<file path="src/rtl/dcsg_wrapper.sv">
// SN76489-style DCSG: three square tone channels and one LFSR noise channel.
// Optional DCSG_FULL_DECODE_EN also requires address[15:8] == 8'h00.
module dcsg_wrapper #(
    parameter logic [7:0] IO_ADDRESS = 8'h3F
) (
    input  logic        clk,
    input  logic        n_reset,
    input  logic        en_clk_psg_i,
    input  logic        n_ioreq,
    input  logic        n_wr,
    input  logic [15:0] address,
    input  logic [7:0]  wdata,
    output logic [13:0] sound_out
);

    logic [9:0]  period_q [3];
    logic [9:0]  cnt_q [3];
    logic [2:0]  tone_q;
    logic [3:0]  vol_q [4];
    logic [2:0]  nctrl_q;
    logic [15:0] lfsr_q;
    logic [3:0]  presc_q;
    logic [5:0]  ncnt_q;
    logic [1:0]  lch_q;
    logic        lvol_q;
    logic        wr_q;
    logic [13:0] sound_q;

    logic        wr_req;
    logic        wr_acc;
    logic        tick;
    logic [2:0]  tog;
    logic        t2_rise;
    logic        nshift;
    logic        fb;
    logic [1:0]  sel;
    logic        is_vol;
    logic        nwr;
    logic [3:0]  lvl;
    logic [13:0] sound_d;

`ifdef DCSG_FULL_DECODE_EN
    assign wr_req = !n_ioreq && !n_wr && address == {8'h00, IO_ADDRESS};
`else
    logic unused_addr_hi;
    assign unused_addr_hi = &address[15:8];
    assign wr_req = !n_ioreq && !n_wr && address[7:0] == IO_ADDRESS;
`endif

    // One register write per bus cycle: act only on the strobe's rising edge.
    assign wr_acc = wr_req && !wr_q;
    assign sel    = wdata[7] ? wdata[6:5] : lch_q;
    assign is_vol = wdata[7] ? wdata[4] : lvol_q;
    assign nwr    = wr_acc && !is_vol && sel == 2'd3;

    assign tick = en_clk_psg_i && presc_q == 4'd15;

    always_comb begin
        for (int i = 0; i < 3; i++) begin
            tog[i] = cnt_q[i] <= 10'd1;
        end
    end

    assign t2_rise = tick && tog[2] && !tone_q[2];
    assign fb      = nctrl_q[2] ? (lfsr_q[0] ^ lfsr_q[3]) : lfsr_q[0];

    always_comb begin
        nshift = 1'b0;
        case (nctrl_q[1:0])
            2'd0: nshift = tick && ncnt_q[3:0] == 4'd15;
            2'd1: nshift = tick && ncnt_q[4:0] == 5'd31;
            2'd2: nshift = tick && ncnt_q == 6'd63;
            default: nshift = t2_rise;
        endcase
    end

    function automatic logic [11:0] amp(input logic [3:0] a);
        case (a)
            4'd0:    amp = 12'd4095;
            4'd1:    amp = 12'd3253;
            4'd2:    amp = 12'd2584;
            4'd3:    amp = 12'd2052;
            4'd4:    amp = 12'd1630;
            4'd5:    amp = 12'd1295;
            4'd6:    amp = 12'd1028;
            4'd7:    amp = 12'd817;
            4'd8:    amp = 12'd649;
            4'd9:    amp = 12'd515;
            4'd10:   amp = 12'd409;
            4'd11:   amp = 12'd325;
            4'd12:   amp = 12'd258;
            4'd13:   amp = 12'd205;
            4'd14:   amp = 12'd163;
            default: amp = 12'd0;
        endcase
    endfunction

    // Periods 0 and 1 hold the tone output high (DC).
    always_comb begin
        sound_d = 14'd0;
        for (int i = 0; i < 3; i++) begin
            lvl[i] = (period_q[i] <= 10'd1) || tone_q[i];
        end
        lvl[3] = lfsr_q[0];
        for (int i = 0; i < 4; i++) begin
            if (lvl[i]) begin
                sound_d = sound_d + {2'b00, amp(vol_q[i])};
            end
        end
    end

    always_ff @(posedge clk) begin
        if (!n_reset) begin
            for (int i = 0; i < 3; i++) begin
                period_q[i] <= 10'd0;
                cnt_q[i]    <= 10'd0;
            end
            for (int i = 0; i < 4; i++) begin
                vol_q[i] <= 4'hF;
            end
            tone_q  <= 3'd0;
            nctrl_q <= 3'd0;
            lfsr_q  <= 16'h8000;
            presc_q <= 4'd0;
            ncnt_q  <= 6'd0;
            lch_q   <= 2'd0;
            lvol_q  <= 1'b0;
            wr_q    <= 1'b0;
            sound_q <= 14'd0;
        end else begin
            wr_q    <= wr_req;
            sound_q <= sound_d;
            if (en_clk_psg_i) begin
                presc_q <= presc_q + 4'd1;
            end
            if (tick) begin
                ncnt_q <= ncnt_q + 6'd1;
                for (int i = 0; i < 3; i++) begin
                    if (tog[i]) begin
                        cnt_q[i]  <= period_q[i];
                        tone_q[i] <= ~tone_q[i];
                    end else begin
                        cnt_q[i] <= cnt_q[i] - 10'd1;
                    end
                end
            end
            if (wr_acc && wdata[7]) begin
                lch_q  <= wdata[6:5];
                lvol_q <= wdata[4];
            end
            for (int i = 0; i < 3; i++) begin
                if (wr_acc && !is_vol && sel == 2'(i)) begin
                    if (wdata[7]) begin
                        period_q[i][3:0] <= wdata[3:0];
                    end else begin
                        period_q[i][9:4] <= wdata[5:0];
                    end
                end
            end
            for (int i = 0; i < 4; i++) begin
                if (wr_acc && is_vol && sel == 2'(i)) begin
                    vol_q[i] <= wdata[3:0];
                end
            end
            if (nwr) begin
                nctrl_q <= wdata[2:0];
                lfsr_q  <= 16'h8000;
            end else if (nshift) begin
                lfsr_q <= {fb, lfsr_q[15:1]};
            end
        end
    end

    assign sound_out = sound_q;

endmodule

</file>
<file path="config.mk">
export PLATFORM = sky130hd
export DESIGN_NAME = dcsg_wrapper
export DESIGN_NICKNAME = d
export VERILOG_FILES = /design/src/rtl/dcsg_wrapper.sv
export SDC_FILE = /design/constraint.sdc
export NUM_CORES = 1
export LEC_CHECK = 0
export ABC_CLOCK_PERIOD_IN_PS = 10900
export CORE_MARGIN = 4
export CORE_UTILIZATION = 35
export CTS_CLUSTER_SIZE = 20
export DETAILED_ROUTE_END_ITERATION = 12
export GPL_TIMING_DRIVEN = 0
export PLACE_DENSITY = 0.52
export SYNTH_ARGS = -nofsm -noshare
export SYNTH_HDL_FRONTEND = slang
export SYNTH_SLANG_ARGS = --single-unit
</file>
<file path="constraint.sdc">
create_clock -name clk -period 10.9 [get_ports clk]
set_input_delay 1.635 -clock clk [delete_from_list [all_inputs] [get_ports clk]]
set_output_delay 1.635 -clock clk [all_outputs]
set_load 0.005 [all_outputs]
</file>
Word level (Yosys, flattened, before mapping)
Memories as Yosys holds them, arrays and structs flattened.
Index checks and enable logic that the tools add are counted.
{ "classes": {"bitwise": 21, "shifts": 0, "n_eq_ne": 10, "magnitude_cmp": 6, "n_reduce_logical": 34, "n_div": 0, "multipliers": 0, "addsub": 8, "muxes": 84} }
{ "ops": {"columns": ["operator", "n"], "rows": [
  ["less-or-equal comparator 10 x 1 -> 1 bit, second input constant", 6],
  ["two-way mux 10 bit", 6],
  ["two-way mux 1 bit", 59],
  ["two-way mux 12 bit", 4],
  ["adder 14 x 12 -> 14 bit", 3],
  ["two-way mux 14 bit", 3],
  ["subtractor 10 x 1 -> 10 bit, second input constant", 3],
  ["two-way mux 4 bit", 7],
  ["logical AND 1 bit", 20],
  ["two-way mux 6 bit", 3],
  ["bitwise OR 1 bit", 16],
  ["equality test 4 bit, second input constant", 2],
  ["equality test 8 x 6 -> 1 bit, second input constant", 1],
  ["adder 6 x 1 -> 6 bit, second input constant", 1],
  ["equality test 2 bit, second input constant", 3],
  ["equality test 6 bit, second input constant", 1],
  ["AND reduction 2 bit", 3],
  ["equality test 5 bit, second input constant", 1],
  ["logical NOT 1 bit", 5],
  ["adder 4 x 1 -> 4 bit, second input constant", 1],
  ["equality test 2 x 1 -> 1 bit, second input constant", 2],
  ["logical NOT 2 bit", 2],
  ["NOT 1 bit", 4],
  ["logical OR 1 bit", 3],
  ["other kinds (4)", 4]
]} }
{ "totals": {"out_inout_bits": 14, "latch_bits": 0, "input_bits": 29, "regBits": 50, "mem_bits_ro": 768, "elab_cells": 181, "ram_bits": 76, "mem_count": 7} }
{ "memory_table": {"columns": ["name", "words", "width", "rd", "rd_ports_with_merged_regs", "write_ports", "line", "source"], "rows": [
  ["(no name shown)", 16, 12, 1, 0, 0, "78", "case (a)"],
  ["(no name shown)", 16, 12, 1, 0, 0, "78", null],
  ["(no name shown)", 16, 12, 1, 0, 0, "78", null],
  ["(no name shown)", 16, 12, 1, 0, 0, "78", null],
  ["cnt_q", 3, 10, 3, 0, 3, "17", "logic [9:0] cnt_q [3];"],
  ["period_q", 3, 10, 3, 0, 3, "16", "logic [9:0] period_q [3];"],
  ["+1 memories", null, null, null, null, null, null, null]
]} }

Logic depth before layout (Yosys ltp)
Gate-level depths: netlist of run 1.
{ "depth": {"depth_word": 10, "depth_mapped": 27, "mapped_depth_nobuf": 27} }

Worst setup path before layout of run 1
OpenSTA, ideal clock, no wires.
{ "synth_path": {"path_type": "register -> register", "start": "memory vol_q[0][3]", "end": "register sound_q[13], in the netlist sound_out[13]", "arrival_ns": 5.754, "t_required_ns": 10.774, "setup_time_ns": 0.126, "period_less_slack_ns": 5.880, "path_buffers": 2, "slack_ns": 5.020, "path_stages_with_launch": 27, "cell_sequence": "edfxtp_1 -> buf_1 -> clkbuf_1 -> a21oi_1 -> a221o_1 -> inv_1 -> ha_1 -> inv_1 -> fa_1 -> nor2b_1 -> o2111ai_1 -> nand3_1 -> xor2_1 -> mux2_2 -> ha_1 -> a21o_1 -> a211o_1 -> o32ai_1 -> xnor2_1 -> mux2_2 -> ha_1 -> nand2_1 -> nor4b_1 -> nor4b_1 -> nor4b_1 -> o211a_1 -> o31ai_1"} }
{ "synth_rtl": {"columns": ["element", "line", "source"], "rows": [
  ["from (decl)", "19", "logic [3:0] vol_q [4];"],
  ["to (signal assigned)", "132", "sound_q <= sound_d;"],
  ["to (decl)", "27", "logic [13:0] sound_q;"]
]} }

==> impl_metrics.py, run 1 <==
metrics = {
    "run_status": {
        "status": "complete, no violations",
    },
    "cts": {
        "cts_sinks": 126,
        "postCtsHoldBufs": 0,
        "clk_pin_slew_ns": 0.06,
        "root_buffer": "clkbuf_16",
        "htreeDepth": 4,
        "clockBufferDepth": 2,
        "post_cts_resized": 0,
        "numCtsBuffers": 17,
        "cts_setup_buffers": 0,
        "cts_tree": "built",
        "clk_latency_ns": 0.42,
    },
    "synth": {
        "synthCells": 1000,
        "synth_fp_nets": 1105,
        "ys.warnings.count": 0,
        "avgSynthCellArea_um2": 8.97,
        "synth_area_um2": 8970,
        "ys_seq_area_frac": 0.366,
        "synth_seq_cells": 126,
        "async_flop_share": 0,
        "synth_edf_count": 76,
        "ys_types": 60,
        "synth_ff_type": "edfxtp_1",
    },
    "pwr": {
        "p_leak_uw": 0.00416,
        "total_power_uw": 1170,
        "ir_drop_uv": 113,
        "power.density_nw_per_um2": 114,
    },
    "finish": {
        "multi_input_area_um2": 5330,
        "nFillCells": 2554,
        "seq_area_um2": 3280,
        "area.growth.synth_to_final_pct": 14.5,
        "fin_nets": 1155,
        "drive_gt1_frac": 0.0564,
    },
    "placement": {
        "hpwl_mm": 17.4,
        "io_buffer_count": 30,
        "routabilityCongestion": 0.865,
    },
    "detailed_routing": {
        "wl_per_cell_um": 16.5,
        "dr.pass1.iters": 5,
        "vias": 7455,
        "ant_nets": 0,
        "drc_errors": 0,
        "drtIter0Drc": 345,
        "wl_mm": 23.0,
        "vias_per_cell": 5.35,
    },
    "die": {
        "core-area_um2": 25200,
        "die_width_um": 168,
        "die_y_um": 168,
        "ios": 43,
        "initial_utilization": 0.356,
        "rows": 58,
        "dieArea_um2": 28300,
    },
    "hold_path": {
        "holdCritPathClass": "reg2reg",
        "holdPathStages": 2,
    },
    "timing": {
        "clock-skew-final_ns": 0.0128,
        "setup_violations": 0,
        "max-slew-margin-rel": 0.206,
        "period_share": 0.646,
        "fmaxAchievable_ghz": 0.142,
        "worst_slew_pin_slew_ns": 1.16,
        "finalMaxSlewViolations": 0,
        "period_needed_ns": 7.04,
        "hold_viol_final": 0,
        "setup_tns_ns": 0,
        "grt_setup_unrepaired": "false",
    },
    "global_routing": {
        "grt_overflow": 0,
        "antenna_found_initial": 1,
        "grt_pass1_wl_mm": 37.9,
        "grt.total_usage": 0.166,
        "grt_start_max_net_pins": 17,
        "grt_pass1_vias": 7309,
    },
    "critical_path": {
        "worstPathRequired_ns": 11.22,
        "crit_type": "reg2reg",
        "r2r_cells": 25,
        "cp-start-kind": "register",
        "cp.arrival_ns": 7.37,
        "path_max_fanout": 10,
        "endpoint_kind": "register",
    },
    "run": {
        "cap_violations": 0,
    },
}
[per-stage QoR]
stage / setup slack (ns) / hold slack (ns) / area, µm² / utilization / instances
finish: 3.86 / 0.468 / 10300 / 0.408 / 1394
CTS: 3.89 / 0.466 / 10300 / 0.408 / 1393
detailed placement: 3.94 / 0.459 / 9710 / 0.386 / 1361
global placement: 3.85 / 0.455 / 9680 / 0.385 / 1360
floorplan: 5.02 / 0.435 / 8970 / - / 1000
global route: 3.19 / 0.511 / 10300 / 0.408 / 1394
[cell usage after synthesis (all sizes together), types with 14 or more instances]
library cell  instances  area share
a211oi               41       0.034
a21oi                54       0.030
and2                 15       0.010
clkbuf               38       0.016
dfxtp                50        0.11
edfxtp               76        0.25
ha                   73        0.10
inv                  44       0.018
mux2i                44       0.049
nand2                60       0.025
nand2b               14      0.0098
nand3                19       0.011
nor2                146       0.061
nor3                 26       0.015
nor4                 15       0.010
o21ai                54       0.031
or3                  18       0.013
xnor2                29       0.028
xor2                 19       0.019
[final cells by class]
class,instances,share of cell area
Sequential cell,126,0.320
Tap cell,330,0.0402
Multi-Input combinational cell,784,0.519
Clock buffer,18,0.0418
Timing Repair Buffer,31,0.0319
Antenna cell,1,0.000244
Buffer,46,0.0184
Clock inverter,14,0.0129
Inverter,44,0.0161
[critical path, cell delays in order (launching register included)]
cell and delay, ns:
edfxtp_1 0.38, nor3_1 0.37, a41oi_1 0.52, a221o_1 0.46, inv_1 0.06, ha_1 0.20
inv_1 0.07, fa_1 0.38, nor2b_1 0.22, o2111ai_1 0.18, nand3_1 0.14, xor2_1 0.07
mux2_2 0.29, ha_1 0.35, a21o_1 0.19, a211o_1 0.28, o32ai_1 0.41, xnor2_1 0.10
mux2_2 0.32, ha_1 0.34, nand2_1 0.09, nor4b_1 0.49, nor4b_1 0.14, nor4b_1 0.58
a21oi_1 0.08, o31ai_1 0.26
[layer usage]
metal  vias to the layer above  GRT usage  share of wire
li1                       3767          -              -
met1                      3517      0.239           0.50
met2                       149      0.260           0.45
met3                        22     0.0228          0.036
met4                         0     0.0466          0.017
met5                         -          0              0
[flip-flops by register name (all words and copies together) (netlist names), 4 cells and up]
name	cells
ncnt_q	6
lfsr_q	16
sound_out	14
vol_q	16
period_q	30
presc_q	4
cnt_q	30
[worst paths after layout]
| kind | from | end | slack [ns] |
|---|---|---|---|
| worst min register to register | lch_q[0]$_SDFFE_PN0P_ | lch_q[0]$_SDFFE_PN0P_ | 0.47 |
| worst max register to register | period_q[0][1]$_DFFE_PP_ | sound_out[13]$_SDFF_PN0_ | 3.86 |
| worst max-delay path | period_q[0][1]$_DFFE_PP_ | sound_out[13]$_SDFF_PN0_ | 3.86 |
| worst min-delay path | lch_q[0]$_SDFFE_PN0P_ | lch_q[0]$_SDFFE_PN0P_ | 0.47 |
[placed cells by master, fill, tap and decap left out, types with 11 or more instances in the layout]
| cell | Yosys | final |
|---|---|---|
| ha_1 | 73 | 73 |
| a211oi_1 | 41 | 41 |
| a21oi_1 | 54 | 54 |
| or3_1 | 17 | 17 |
| inv_1 | 44 | 44 |
| dfxtp_1 | 50 | 50 |
| edfxtp_1 | 76 | 76 |
| clkbuf_16 | 0 | 17 |
| nor2_1 | 146 | 146 |
| nand3_1 | 19 | 19 |
| clkbuf_1 | 38 | 39 |
| xor2_1 | 19 | 19 |
| o21ai_0 | 53 | 53 |
| mux2_2 | 11 | 11 |
| and2_1 | 15 | 15 |
| xnor2_1 | 29 | 29 |
| nand2b_1 | 14 | 14 |
| o21a_1 | 13 | 13 |
| mux2i_1 | 44 | 44 |
| nand2_1 | 60 | 60 |
| clkdlybuf4s50_1 | 0 | 30 |
| nor3_1 | 26 | 26 |
| nor4_1 | 15 | 15 |
[cell families after synthesis]
family,share of synthesized area
buffers and inverters,0.0395
DFF,0.366
muxes,0.0629
xor gates and xnor gates,0.0469
and+or+nand+nor,0.198
adders and majority gates,0.109
AOI/OAI and AO/OA,0.178
[power breakdown]
group / total, µW / leakage (µW) / switching [µW] / internal (µW)
registers: 526 / 0.00114 / 10.1 / 516
clock network: 556 / 0.000274 / 237 / 318
logic: 86.6 / 0.00275 / 52.9 / 33.7
No activity file was read; power rests on OpenSTA's default activity.
==> run 2: changes to the inputs <==
--- a/config.mk
+++ b/config.mk
@@ -5,13 +5,13 @@
 export SDC_FILE = /design/constraint.sdc
 export NUM_CORES = 1
 export LEC_CHECK = 0
-export ABC_CLOCK_PERIOD_IN_PS = 10900
+export ABC_CLOCK_PERIOD_IN_PS = 5800
 export CORE_MARGIN = 4
 export CORE_UTILIZATION = 35
 export CTS_CLUSTER_SIZE = 20
 export DETAILED_ROUTE_END_ITERATION = 12
 export GPL_TIMING_DRIVEN = 0
-export PLACE_DENSITY = 0.52
+export PLACE_DENSITY = 0.54
 export SYNTH_ARGS = -nofsm -noshare
 export SYNTH_HDL_FRONTEND = slang
 export SYNTH_SLANG_ARGS = --single-unit
==> constraint.sdc (replaced) <==
create_clock -name clk -period 5.8 [get_ports clk]
set_input_delay 0.87 -clock clk [delete_from_list [all_inputs] [get_ports clk]]
set_output_delay 0.87 -clock clk [all_outputs]
set_load 0.005 [all_outputs]
==> run 2 against run 1 <==
Combinational power is 110% higher. Sequential power is 88% higher. Clock power is 110% higher.
==> impl_metrics.py, run 2 (synthesized netlist as in run 1, its figures left out) <==
metrics = {
    "critical_path": {
        "r2r_setup_slack_ns": 0.08,
        "endpoint_kind": "register",
        "cp-start-kind": "register",
        "r2r-start": "vol_q[1][0]$_SDFFCE_PN1P_",
        "r2r_cells": 27,
        "reg2reg_to": "sound_out[11]$_SDFF_PN0_",
        "cp.arrival_ns": 6.00,
        "path_max_fanout": 6,
        "cpPeakStageDelay_ns": 0.52,
        "cp_slowest_cell": "or4_1",
        "crit_type": "reg2reg",
        "worstPathRequired_ns": 6.08,
    },
    "timing": {
        "hold_viol_final": 0,
        "clock-skew-final_ns": 0.0106,
        "worst_slew_pin_slew_ns": 1.29,
        "finalMaxSlewViolations": 0,
        "hold_slack_ns": 0.465,
        "period_share": 0.987,
        "setup_violations": 0,
        "grt_setup_unrepaired": "true",
        "period_needed_ns": 5.72,
        "fin_ws_ns": 0.0768,
        "fmaxAchievable_ghz": 0.175,
        "max-slew-margin-rel": 0.131,
    },
    "global_routing": {
        "grt_overflow": 0,
        "grt_start_max_net_pins": 31,
        "grt.total_usage": 0.166,
        "grt_pass1_wl_mm": 38.2,
        "antenna_found_initial": 0,
        "grt_pass1_vias": 7387,
    },
    "detailed_routing": {
        "ant_nets": 0,
        "wl_per_cell_um": 16.6,
        "vias_per_cell": 5.39,
        "vias": 7628,
        "drc_errors": 0,
        "drtIter0Drc": 373,
        "dr.pass1.iters": 5,
        "wl_mm": 23.5,
    },
    "pwr": {
        "p_leak_uw": 0.00435,
        "seqPwrFrac": 0.428,
        "comb_power_share": 0.078,
        "total_power_uw": 2310,
        "ir_drop_uv": 193,
        "p_switching_uw": 574,
        "clkPwrFrac": 0.494,
        "p_int_uw": 1730,
        "switching_share": 0.249,
        "power.density_nw_per_um2": 212,
    },
    "die": {
        "die_y_um": 168,
        "rows": 58,
        "die_width_um": 168,
        "dieArea_um2": 28300,
        "initial_utilization": 0.356,
        "core-area_um2": 25200,
        "ios": 43,
    },
    "finish": {
        "nFillCells": 2471,
        "diodes": 0,
        "reg.largest.list": "cnt_q: 30 flops, period_q: 30 flops",
        "seq_area_um2": 3280,
        "final_common_cell": "nor2_1",
        "multi_input_area_um2": 5720,
        "layout_common_cells": "nor2_1, edfxtp_1, nand2_1, ha_1, dfxtp_1",
        "final_area_um2": 10900,
        "area.growth.synth_to_final_pct": 21.4,
        "drive_gt1_frac": 0.131,
        "fin_nets": 1176,
        "utilization": 0.432,
    },
    "cts": {
        "root_buffer": "clkbuf_16",
        "clk_pin_slew_ns": 0.06,
        "cts_sinks": 126,
        "htreeDepth": 4,
        "numCtsBuffers": 17,
        "clockBufferDepth": 2,
        "cts_tree": "built",
        "clk_latency_ns": 0.42,
    },
    "placement": {
        "io_buffer_count": 30,
        "routabilityCongestion": 0.861,
        "hpwl_mm": 17.3,
        "place_area_um2": 9680,
        "post-place-ws_ns": -1.26,
    },
    "hold_path": {
        "holdPathStages": 2,
        "hp-start": "lch_q[0]$_SDFFE_PN0P_",
        "holdPathEnd": "lch_q[0]$_SDFFE_PN0P_",
        "holdCritPathClass": "reg2reg",
    },
    "run": {
        "cap_violations": 0,
    },
    "run_status": {
        "status": "complete, no violations",
    },
}
-- run 2: through the flow --
| step | TNS [ns] | instances |
|---|---|---|
| detailed placement | -4.27 | 1360 |
| finish | 0 | 1414 |
| floorplan | 0 | 1000 |
| global placement | -4.34 | 1360 |
| CTS | 0 | 1404 |
| global route | -0.450 | 1414 |
-- run 2: critical path, delay by kind of cell, from the launching register on --
family	cells	cell delay, ns
AO/OA/AOI/OAI	8	1.29
flip-flops	1	0.46
buffers and inverters	3	0.37
XOR/XNOR	3	0.34
multiplexers	3	0.76
AND/OR/NAND/NOR	6	1.36
adder cells (fa/ha/maj)	4	1.00
-- run 2: how the worst max path moves through the flow --
stage,from,cells past startpoint,endpoint
after floorplan,period_q[0][1]$_DFFE_PP_,25,sound_out[13]$_SDFF_PN0_
after CTS,period_q[0][3]$_DFFE_PP_,25,sound_out[12]$_SDFF_PN0_
after detailed placement,period_q[0][1]$_DFFE_PP_,25,sound_out[13]$_SDFF_PN0_
after global routing,vol_q[1][1]$_SDFFCE_PN1P_,28,sound_out[13]$_SDFF_PN0_
final,vol_q[1][0]$_SDFFCE_PN1P_,27,sound_out[11]$_SDFF_PN0_
after global placement,period_q[0][1]$_DFFE_PP_,25,sound_out[13]$_SDFF_PN0_
-- run 2: layout make-up --
class                   instances  area share
flip-flops and latches        126       0.301
plain buffers                  45      0.0179
multi-input cells             784       0.525
repair buffers                 53      0.0453
inverters                      44      0.0152
well taps                     330      0.0379
clock inverters                15      0.0184
clock buffers                  17      0.0391
-- run 2: timing repair --
item,in CTS,in global routing
gates resized for setup,35,48
buffers inserted,12,10
pin swaps,8,18
hold endpoints to repair,0,0
setup endpoints to repair,8,5
hold buffers,0,0
-- run 2: power by group through the flow --
| stage | clock network, µW | registers, µW | logic [µW] |
|---|---|---|---|
| finish | 1140 | 988 | 179 |
| CTS | 1160 | 988 | 169 |
| detailed placement | 0 | 1010 | 160 |
| global placement | 0 | 1010 | 159 |
| floorplan | 0 | 1000 | 112 |
| global route | 1210 | 991 | 200 |
-- run 2: layer usage --
metal | global-route usage | wire length, µm | vias to the layer above
met5 | 0 | 0 | -
met4 | 0.0441 | 334 | 0
met3 | 0.0279 | 829 | 23
met2 | 0.268 | 10900 | 118
met1 | 0.232 | 11500 | 3671
li1 | - | - | 3816
==> run 3: changes to the inputs <==
--- a/config.mk
+++ b/config.mk
@@ -5,7 +5,6 @@
 export SDC_FILE = /design/constraint.sdc
 export NUM_CORES = 1
 export LEC_CHECK = 0
-export ABC_CLOCK_PERIOD_IN_PS = 5800
 export CORE_MARGIN = 4
 export CORE_UTILIZATION = 35
 export CTS_CLUSTER_SIZE = 20
==> results of run 3 <==
The final DEF is identical to that of run 2; final timing and power are the same.
